### config.mk
export PLATFORM = sky130hd
export DESIGN_NAME = proc_ctrl
export DESIGN_NICKNAME = d
export VERILOG_FILES = /design/src/rtl/proc_pkg.sv /design/src/rtl/dec3to8.sv /design/src/rtl/proc_ctrl.sv
export SDC_FILE = /design/constraint.sdc
export NUM_CORES = 1
export LEC_CHECK = 0
export ABC_CLOCK_PERIOD_IN_PS = 2400
export CORE_AREA = 2 2 45 47
export CTS_CLUSTER_SIZE = 12
export DETAILED_ROUTE_END_ITERATION = 8
export DIE_AREA = 0 0 47 49
export PLACE_DENSITY = 0.76
export SYNTH_ARGS = -nofsm -noshare
export SYNTH_HDL_FRONTEND = slang
export SYNTH_SLANG_ARGS = --single-unit
### constraint.sdc
create_clock -name Clock -period 2.4 [get_ports Clock]
set_input_delay 0.48 -clock Clock [delete_from_list [all_inputs] [get_ports Clock]]
set_output_delay 0.48 -clock Clock [all_outputs]
set_load 0.03 [all_outputs]
### src/rtl/proc_pkg.sv
// ---------------------------------------------------------------------------
// proc_pkg
// Shared definitions for the 9-bit simple processor control path.
// Holds the opcode constants, the time-step enum, and helpers that slice
// the III / XXX / YYY fields out of a 9-bit instruction word.
// ---------------------------------------------------------------------------
package proc_pkg;

    localparam int INSTR_W = 9;

    localparam logic [2:0] OP_MV  = 3'b000;
    localparam logic [2:0] OP_MVI = 3'b001;
    localparam logic [2:0] OP_ADD = 3'b010;
    localparam logic [2:0] OP_SUB = 3'b011;

    typedef enum logic [1:0] {
        T0 = 2'd0,
        T1 = 2'd1,
        T2 = 2'd2,
        T3 = 2'd3
    } step_t;

    function automatic logic [2:0] get_iii(input logic [INSTR_W-1:0] instr);
        return instr[8:6];
    endfunction

    function automatic logic [2:0] get_xxx(input logic [INSTR_W-1:0] instr);
        return instr[5:3];
    endfunction

    function automatic logic [2:0] get_yyy(input logic [INSTR_W-1:0] instr);
        return instr[2:0];
    endfunction

endpackage

### src/rtl/dec3to8.sv
// ---------------------------------------------------------------------------
// dec3to8
// 3-to-8 one-hot decoder with enable. Output bit y[w] is set when en is
// high; with en low the output is all zeros.
// Ports:
//   w   in  3      select
//   en  in  1      enable
//   y   out [0:7]  one-hot result (y[0] is the leftmost bit)
// ---------------------------------------------------------------------------
module dec3to8 (
    input  logic [2:0] w,
    input  logic       en,
    output logic [0:7] y
);

    always_comb begin
        y = '0;
        if (en) begin
            y[w] = 1'b1;
        end
    end

endmodule

### src/rtl/proc_ctrl.sv
// ---------------------------------------------------------------------------
// proc_ctrl
// Control unit for the 9-bit simple processor. Latches an instruction from
// DIN in T0 when Run is high, then walks through T1..T3 asserting the strobes
// that sequence the shared-bus datapath (register file, A, G, adder/sub).
// All outputs are combinational from the step register and IR.
// Ports:
//   Clock   in   1      system clock
//   Resetn  in   1      asynchronous active-low reset
//   Run     in   1      start request, sampled only in T0
//   DIN     in   9      instruction word (T0) / immediate data (T1 of mvi)
//   Rin     out  [0:7]  register load enables, one-hot or zero
//   Rout    out  [0:7]  register bus-drive enables, one-hot or zero
//   Ain     out  1      load A from bus
//   Gin     out  1      load G from adder/subtractor
//   Gout    out  1      G drives bus
//   DINout  out  1      DIN drives bus
//   AddSub  out  1      0 = add, 1 = subtract
//   Done    out  1      final step of current instruction
// ---------------------------------------------------------------------------
module proc_ctrl
    import proc_pkg::*;
(
    input  logic       Clock,
    input  logic       Resetn,
    input  logic       Run,
    input  logic [8:0] DIN,
    output logic [0:7] Rin,
    output logic [0:7] Rout,
    output logic       Ain,
    output logic       Gin,
    output logic       Gout,
    output logic       DINout,
    output logic       AddSub,
    output logic       Done
);

    step_t      step;
    step_t      step_next;
    logic [8:0] ir;

    logic       rin_en;
    logic       rout_en;
    logic [2:0] rout_sel;

    logic [2:0] opcode;
    logic [2:0] rx;
    logic [2:0] ry;

    assign opcode = get_iii(ir);
    assign rx     = get_xxx(ir);
    assign ry     = get_yyy(ir);

    // Step register and instruction register. The IR is only written in T0
    // on a Run request, so later steps always decode the latched word and
    // never the live DIN bus.
    always_ff @(posedge Clock or negedge Resetn) begin
        if (!Resetn) begin
            step <= T0;
            ir   <= '0;
        end else begin
            step <= step_next;
            if (step == T0 && Run) begin
                ir <= DIN;
            end
        end
    end

    // Next-step and strobe decode. Only one bus driver (Rout, Gout or DINout)
    // is ever raised in a given step. Rin always targets Rx; Rout targets Ry
    // for mv and for the second operand of add/sub, but Rx when loading A.
    // Undefined opcodes finish in T1 with Done alone, behaving as a NOP.
    always_comb begin
        step_next = step;
        rin_en    = 1'b0;
        rout_en   = 1'b0;
        rout_sel  = ry;
        Ain       = 1'b0;
        Gin       = 1'b0;
        Gout      = 1'b0;
        DINout    = 1'b0;
        AddSub    = 1'b0;
        Done      = 1'b0;

        case (step)
            T0: begin
                if (Run) begin
                    step_next = T1;
                end
            end
            T1: begin
                case (opcode)
                    OP_MV: begin
                        rout_en   = 1'b1;
                        rout_sel  = ry;
                        rin_en    = 1'b1;
                        Done      = 1'b1;
                        step_next = T0;
                    end
                    OP_MVI: begin
                        DINout    = 1'b1;
                        rin_en    = 1'b1;
                        Done      = 1'b1;
                        step_next = T0;
                    end
                    OP_ADD, OP_SUB: begin
                        rout_en   = 1'b1;
                        rout_sel  = rx;
                        Ain       = 1'b1;
                        step_next = T2;
                    end
                    default: begin
                        Done      = 1'b1;
                        step_next = T0;
                    end
                endcase
            end
            T2: begin
                rout_en   = 1'b1;
                rout_sel  = ry;
                Gin       = 1'b1;
                AddSub    = ir[6];
                step_next = T3;
            end
            T3: begin
                Gout      = 1'b1;
                rin_en    = 1'b1;
                Done      = 1'b1;
                step_next = T0;
            end
            default: begin
                step_next = T0;
            end
        endcase
    end

    dec3to8 u_rin_dec (
        .w  (rx),
        .en (rin_en),
        .y  (Rin)
    );

    dec3to8 u_rout_dec (
        .w  (rout_sel),
        .en (rout_en),
        .y  (Rout)
    );

endmodule

Yosys cells after proc, flatten, opt, wreduce, memory -nomap -nowiden
Cells that the tools add are included.
{"block": "word_totals", "latch_bits": 0, "mem_count": 0, "register_bits": 11, "wordCells": 47, "out_inout_bits": 22, "mem_bits_rw": 0, "mem_bits_ro": 0}
{"block": "classes", "magnitude_cmp": 4, "add_sub_neg": 0, "mux": 24, "shifts": 0, "eq_ne": 7, "mul": 0, "div_mod_pow": 0, "n_reduce_logical": 8, "bitwise_logic": 2}
{"cell": "two-way mux 8 bit", "n": 2}
{"cell": "two-way mux 1 bit", "n": 12}
{"cell": "greater-or-equal comparator 4 bit (second input constant)", "n": 2}
{"cell": "less-than comparator 4 x 1 -> 1 bit (second input constant)", "n": 2}
{"cell": "NOT 3 -> 4 bit", "n": 2}
{"cell": "one-hot mux 2 bit (4 select lines)", "n": 1}
{"cell": "demux 1 bit (select 3 bit)", "n": 2}
{"cell": "equality test 3 x 2 -> 1 bit (second input constant)", "n": 2}
{"cell": "two-way mux 3 bit", "n": 2}
{"cell": "one-hot mux 1 bit (2 select lines)", "n": 3}
{"cell": "equality test 2 bit (second input constant)", "n": 2}
{"cell": "two-way mux 2 bit", "n": 2}
{"cell": "OR reduction 2 bit", "n": 2}
{"cell": "equality test 3 x 1 -> 1 bit (second input constant)", "n": 1}
{"cell": "logical AND 1 bit", "n": 3}
{"cell": "zero test 3 bit", "n": 1}
{"cell": "OR reduction 3 bit", "n": 1}
{"cell": "equality test 2 x 1 -> 1 bit (second input constant)", "n": 1}
{"cell": "zero test 2 bit", "n": 1}
{"cell": "!= test 2 bit (second input constant)", "n": 1}

Logic depth before layout (Yosys ltp)
{"block": "depth", "depth_word": 10, "ltp_mapped": 6, "mapped_depth_nobuf": 6}

Hierarchy
A second synthesis with hierarchy kept.
{"block": "unflattened", "cells_unflattened": 63, "area_unflattened_um2": 788.3}
{"module": "proc_ctrl", "cells_per_inst": 47, "seq_area_each_um2": 275.3, "instances": 1, "area_each_um2": 595.6}
{"module": "dec3to8", "cells_per_inst": 8, "seq_area_each_um2": 0.0, "instances": 2, "area_each_um2": 96.3}

Worst setup path before layout
OpenSTA, ideal clock, no wires.
{"block": "synth_timing", "kind": "register to output", "from": "register step[0]", "to": "output port Rout[6] (netlist bit)", "required_time_ns": 1.920, "t_arrival_ns": 1.890, "path_stages_with_launch": 6, "slack_ns": 0.030, "cell_sequence": "dfrtp_1 inv_1 ha_1 a31o_2 nand3_2 nor3_1"}
{"block": "synth_via", "elab_chain_cells": 8}
{"item": "from (decl)", "line_no": "proc_ctrl.sv:38", "rtl": "step_t step;"}
{"item": "from (signal assigned)", "line_no": "proc_ctrl.sv:62", "rtl": "step <= step_next;"}
{"item": "equality test 2 x 1 -> 1 bit", "line_no": "proc_ctrl.sv:85", "rtl": "case (step)"}
{"item": "two-way mux 3 bit", "line_no": "proc_ctrl.sv:85"}
{"item": "NOT 3 -> 4 bit (implied by the code)", "line_no": "dec3to8.sv:19", "rtl": "y[w] = 1'b1;"}
{"item": "greater-or-equal comparator 4 bit (implied by the code) / less-than comparator 4 x 1 -> 1 bit (equally long branches)", "line_no": "dec3to8.sv:19"}
{"item": "logical AND 1 bit (implied by the code)", "line_no": "dec3to8.sv:19"}
{"item": "two-way mux 1 bit (implied by the code)", "line_no": "dec3to8.sv:19"}
{"item": "demux 1 bit (select 3 bit)", "line_no": "dec3to8.sv:19"}
{"item": "two-way mux 8 bit *", "line_no": "dec3to8.sv:18", "rtl": "if (en) begin"}
{"item": "to (decl)", "line_no": "proc_ctrl.sv:29", "rtl": "output logic [0:7] Rout,"}
Every way passes the cells marked *; elsewhere a longest branch is shown, timed or not.

==> results.md <==
- Status: completed
- Worst path arrival time: between 1.5 and 2 ns
- Pwr per Cell Area: 1280 nW/um2
- Routed len/inst: 12.1 um
- Diode count: 0
- Post-Syn Nets: 89
- Area share of xor/xnor cells in the synthesized design: 0%
- TritonRoute pass-1 iters: 4
- Die Span Y: ~49 um
- Ranking of synthesized cells by area: dfrtp_1 39%, mux2_2 14%, ha_1 8.8%, nor2_1 6.3%, nand2b_1 4.4%
- Vias in the first global route: 637
- Final nets: roughly 130
- Root buf cell: clkbuf_4
- Share of cells above drive strength 1: 40.5%
- First-iteration detailed-routing DRC count: 18
- First-pass GRT wire length: 2740 um
- Reg area: 277 um2
- Synth Area in Simple Gates: about 25%
- Largest net degree at the start of global routing: 12
- GRT Overall Usage: 15.8%
- Starting Density: 38.6%
- Overall die width: around 47 um
- Via count: about 680
- Slew headroom: 64.2%
- Mapped Area: 711 um2
- Worst clock skew: 0.00275 ns
- Hold Path Class: reg2reg
- Seq/Total Area, Yosys: just under 40%
- Cell taking the most area after synthesis: dfrtp_1
- Clk slew on worst S/H paths: roughly 0.070 ns
- Crit start category: register
- Area Overhead vs Synth: 65.5%
- CP endpoint kind: primary output
- Post-route insts no fill: 143
- Mean area per synthesized cell: about 10 um2
- Hpwl dp: 1270 um
- #FFs+latches synth: 11
- Clock buffer count from CTS: 3
- DRC errors left: 0
- Distinct cells, synth: 21
- Grt ovf: 0
- Finished layout cell area: 1180 um2
- Multi-input logic area: 474 um2
- Clock Path Buffers: 2
- Mux contribution to synthesized area: 18.5%
- Final ANT Viol Nets: 0
- Kind of critical path: reg2out
- Max-cap viol count: 0
- Worst Tran Pin Value: 0.535 ns
- Post-Route WL: 1730 um
- Final setup fails: 0
- Gp weighted congestion: between 0.7 and 0.8
- Top Ports: 34
- RSZ-0062 raised after global routing: yes
- Hold Slack: 0.536 ns
- Period utilization: 99.7%
- YS warnings: 0
- Synth top area share: 38.7%
- Die ar.: 2300 um2
- CTS sink count: 11
- Htree depth: 1
- Peak VDD IR: 0.000662 V
- Initial antenna violation count: 0
- Final-report hold violation count: 0
- Fill cells: around 160
- Largest family of logic cells by synthesized area: simple AND/OR/NAND/NOR gates
- Synth Area in Adders: 8.80%
- Post-synthesis compound-gate area fraction: 6.51%
- Syn Inst Count: approximately 70
- Shortest period the worst path allows: 2.39 ns
- Area post-placement: 1050 um2
- Clock Latency Late Sink: 0.27 ns
- I/O Buffers: 33
- Rows: 16
- Fmax: about 420 MHz
- Final Max Tran Viols: 0
- Core Box Area: between 1500 and 2000 um2
- Post-Place Cells: 134
- Crit-path max FO: 5
- Req. time, crit path: 1.92 ns
- Via density: 4.74
- P_leak: 0.560 nW
- CTS tree: built
-- area by class of cell --
type | instances | share of cell area [%]
multi-input cells | 57 | 40.3
repair buffers | 40 | 29.8
flip-flops and latches | 11 | 23.5
well taps | 27 | 2.87
clock buffers | 4 | 2.23
inverters | 4 | 1.28
-- state kept, by name, indices dropped and copies added (netlist names), named ones only --
signal,flops
step,1
ir,9
-- metrics by stage --
stage / worst slack, ns / utilization [%] / setup TNS [ns] / total power [W]
CTS: 0.0173 / 60.6 / 0 / 0.00140
global placement: 0.217 / 57.0 / 0 / 0.00119
global route: -0.103 / 63.9 / -0.400 / 0.00161
floorplan: 0.0303 / - / 0 / 0.000947
finish: 0.00685 / 63.9 / 0 / 0.00150
detailed placement: 0.196 / 57.0 / 0 / 0.00121
-- worst max-delay path, stage by stage, from the launching register on --
cell and delay, ns:
dfrtp_1 0.40, inv_2 0.08, ha_4 0.13, buf_6 0.10
nand3b_4 0.14, mux2i_2 0.20, nand3b_1 0.26, nor2_1 0.16
buf_4 0.18
-- path summary, 6_finish.rpt --
check | start | end | slack [ns] | depth (start not counted)
max in group asynchronous | Resetn | step[0] | 1.46 | 1
max | register | Rout[3] | 0.007 | 8
min in group asynchronous | Resetn | ir[1] | 0.56 | 1
min | ir[0] | ir[0] | 0.54 | 1
min reg2reg | ir[0] | ir[0] | 0.54 | 1
max reg2reg | register | ir[8] | 0.72 | 6
-- logic make-up after synthesis --
group	after synthesis
AOI/OAI and AO/OA	7
adders and majority gates	5
buffers and inverters	4
DFF	11
muxes	12
and+or+nand+nor	33
-- cells in the final DEF, fill, tap and decap left out, drive strengths merged --
cell,count
buf,23
clkdlybuf4s50,14
nor2,12
dfrtp,11
mux2,9
nand2b,5
ha,5
nor3,5
nand2,4
inv,4
clkbuf,4
mux2i,3
and2,2
dlygate4sd2,2
nand3b,2
o21ai,2
a31o,1
nand3,1
nor3b,1
o21bai,1
a21o,1
nor2b,1
a21oi,1
o31ai,1
dlymetal6s2s,1
-- per-layer routing --
layer | up-vias | global-route usage, % | wire length (um)
met5 | - | 0 | 0
met3 | 2 | 2.59 | 83
met2 | 22 | 25.1 | 895
met4 | 0 | 5.56 | 11
met1 | 319 | 21.0 | 742
li1 | 335 | - | -
-- repair_timing --
action | CTS | global route
cloned | 0 | 0
setup endpoints to repair | 10 | 12
pin swaps | 1 | 5
buffers inserted | 3 | 2
hold buffers | 0 | 0
resized for setup | 7 | 11
-- synthesized netlist by cell type, drive strengths merged --
library cell and count:
a21o 1, a21oi 1, a31o 1, and2 2
dfrtp 11, ha 5, inv 4, mux2 9
mux2i 3, nand2 4, nand2b 5, nand3 1
nand3b 2, nor2 12, nor2b 1, nor3 5
nor3b 1, o21ai 2, o21bai 1, o31ai 1
-- where the power goes --
part	total [W]	switching [W]	internal [W]
clock network	0.000130	0.0000659	0.0000643
logic	0.000972	0.000497	0.000475
registers	0.000401	0.000120	0.000281
total	0.00150	0.000683	0.000821
No activity file was read; power rests on OpenSTA's default activity.
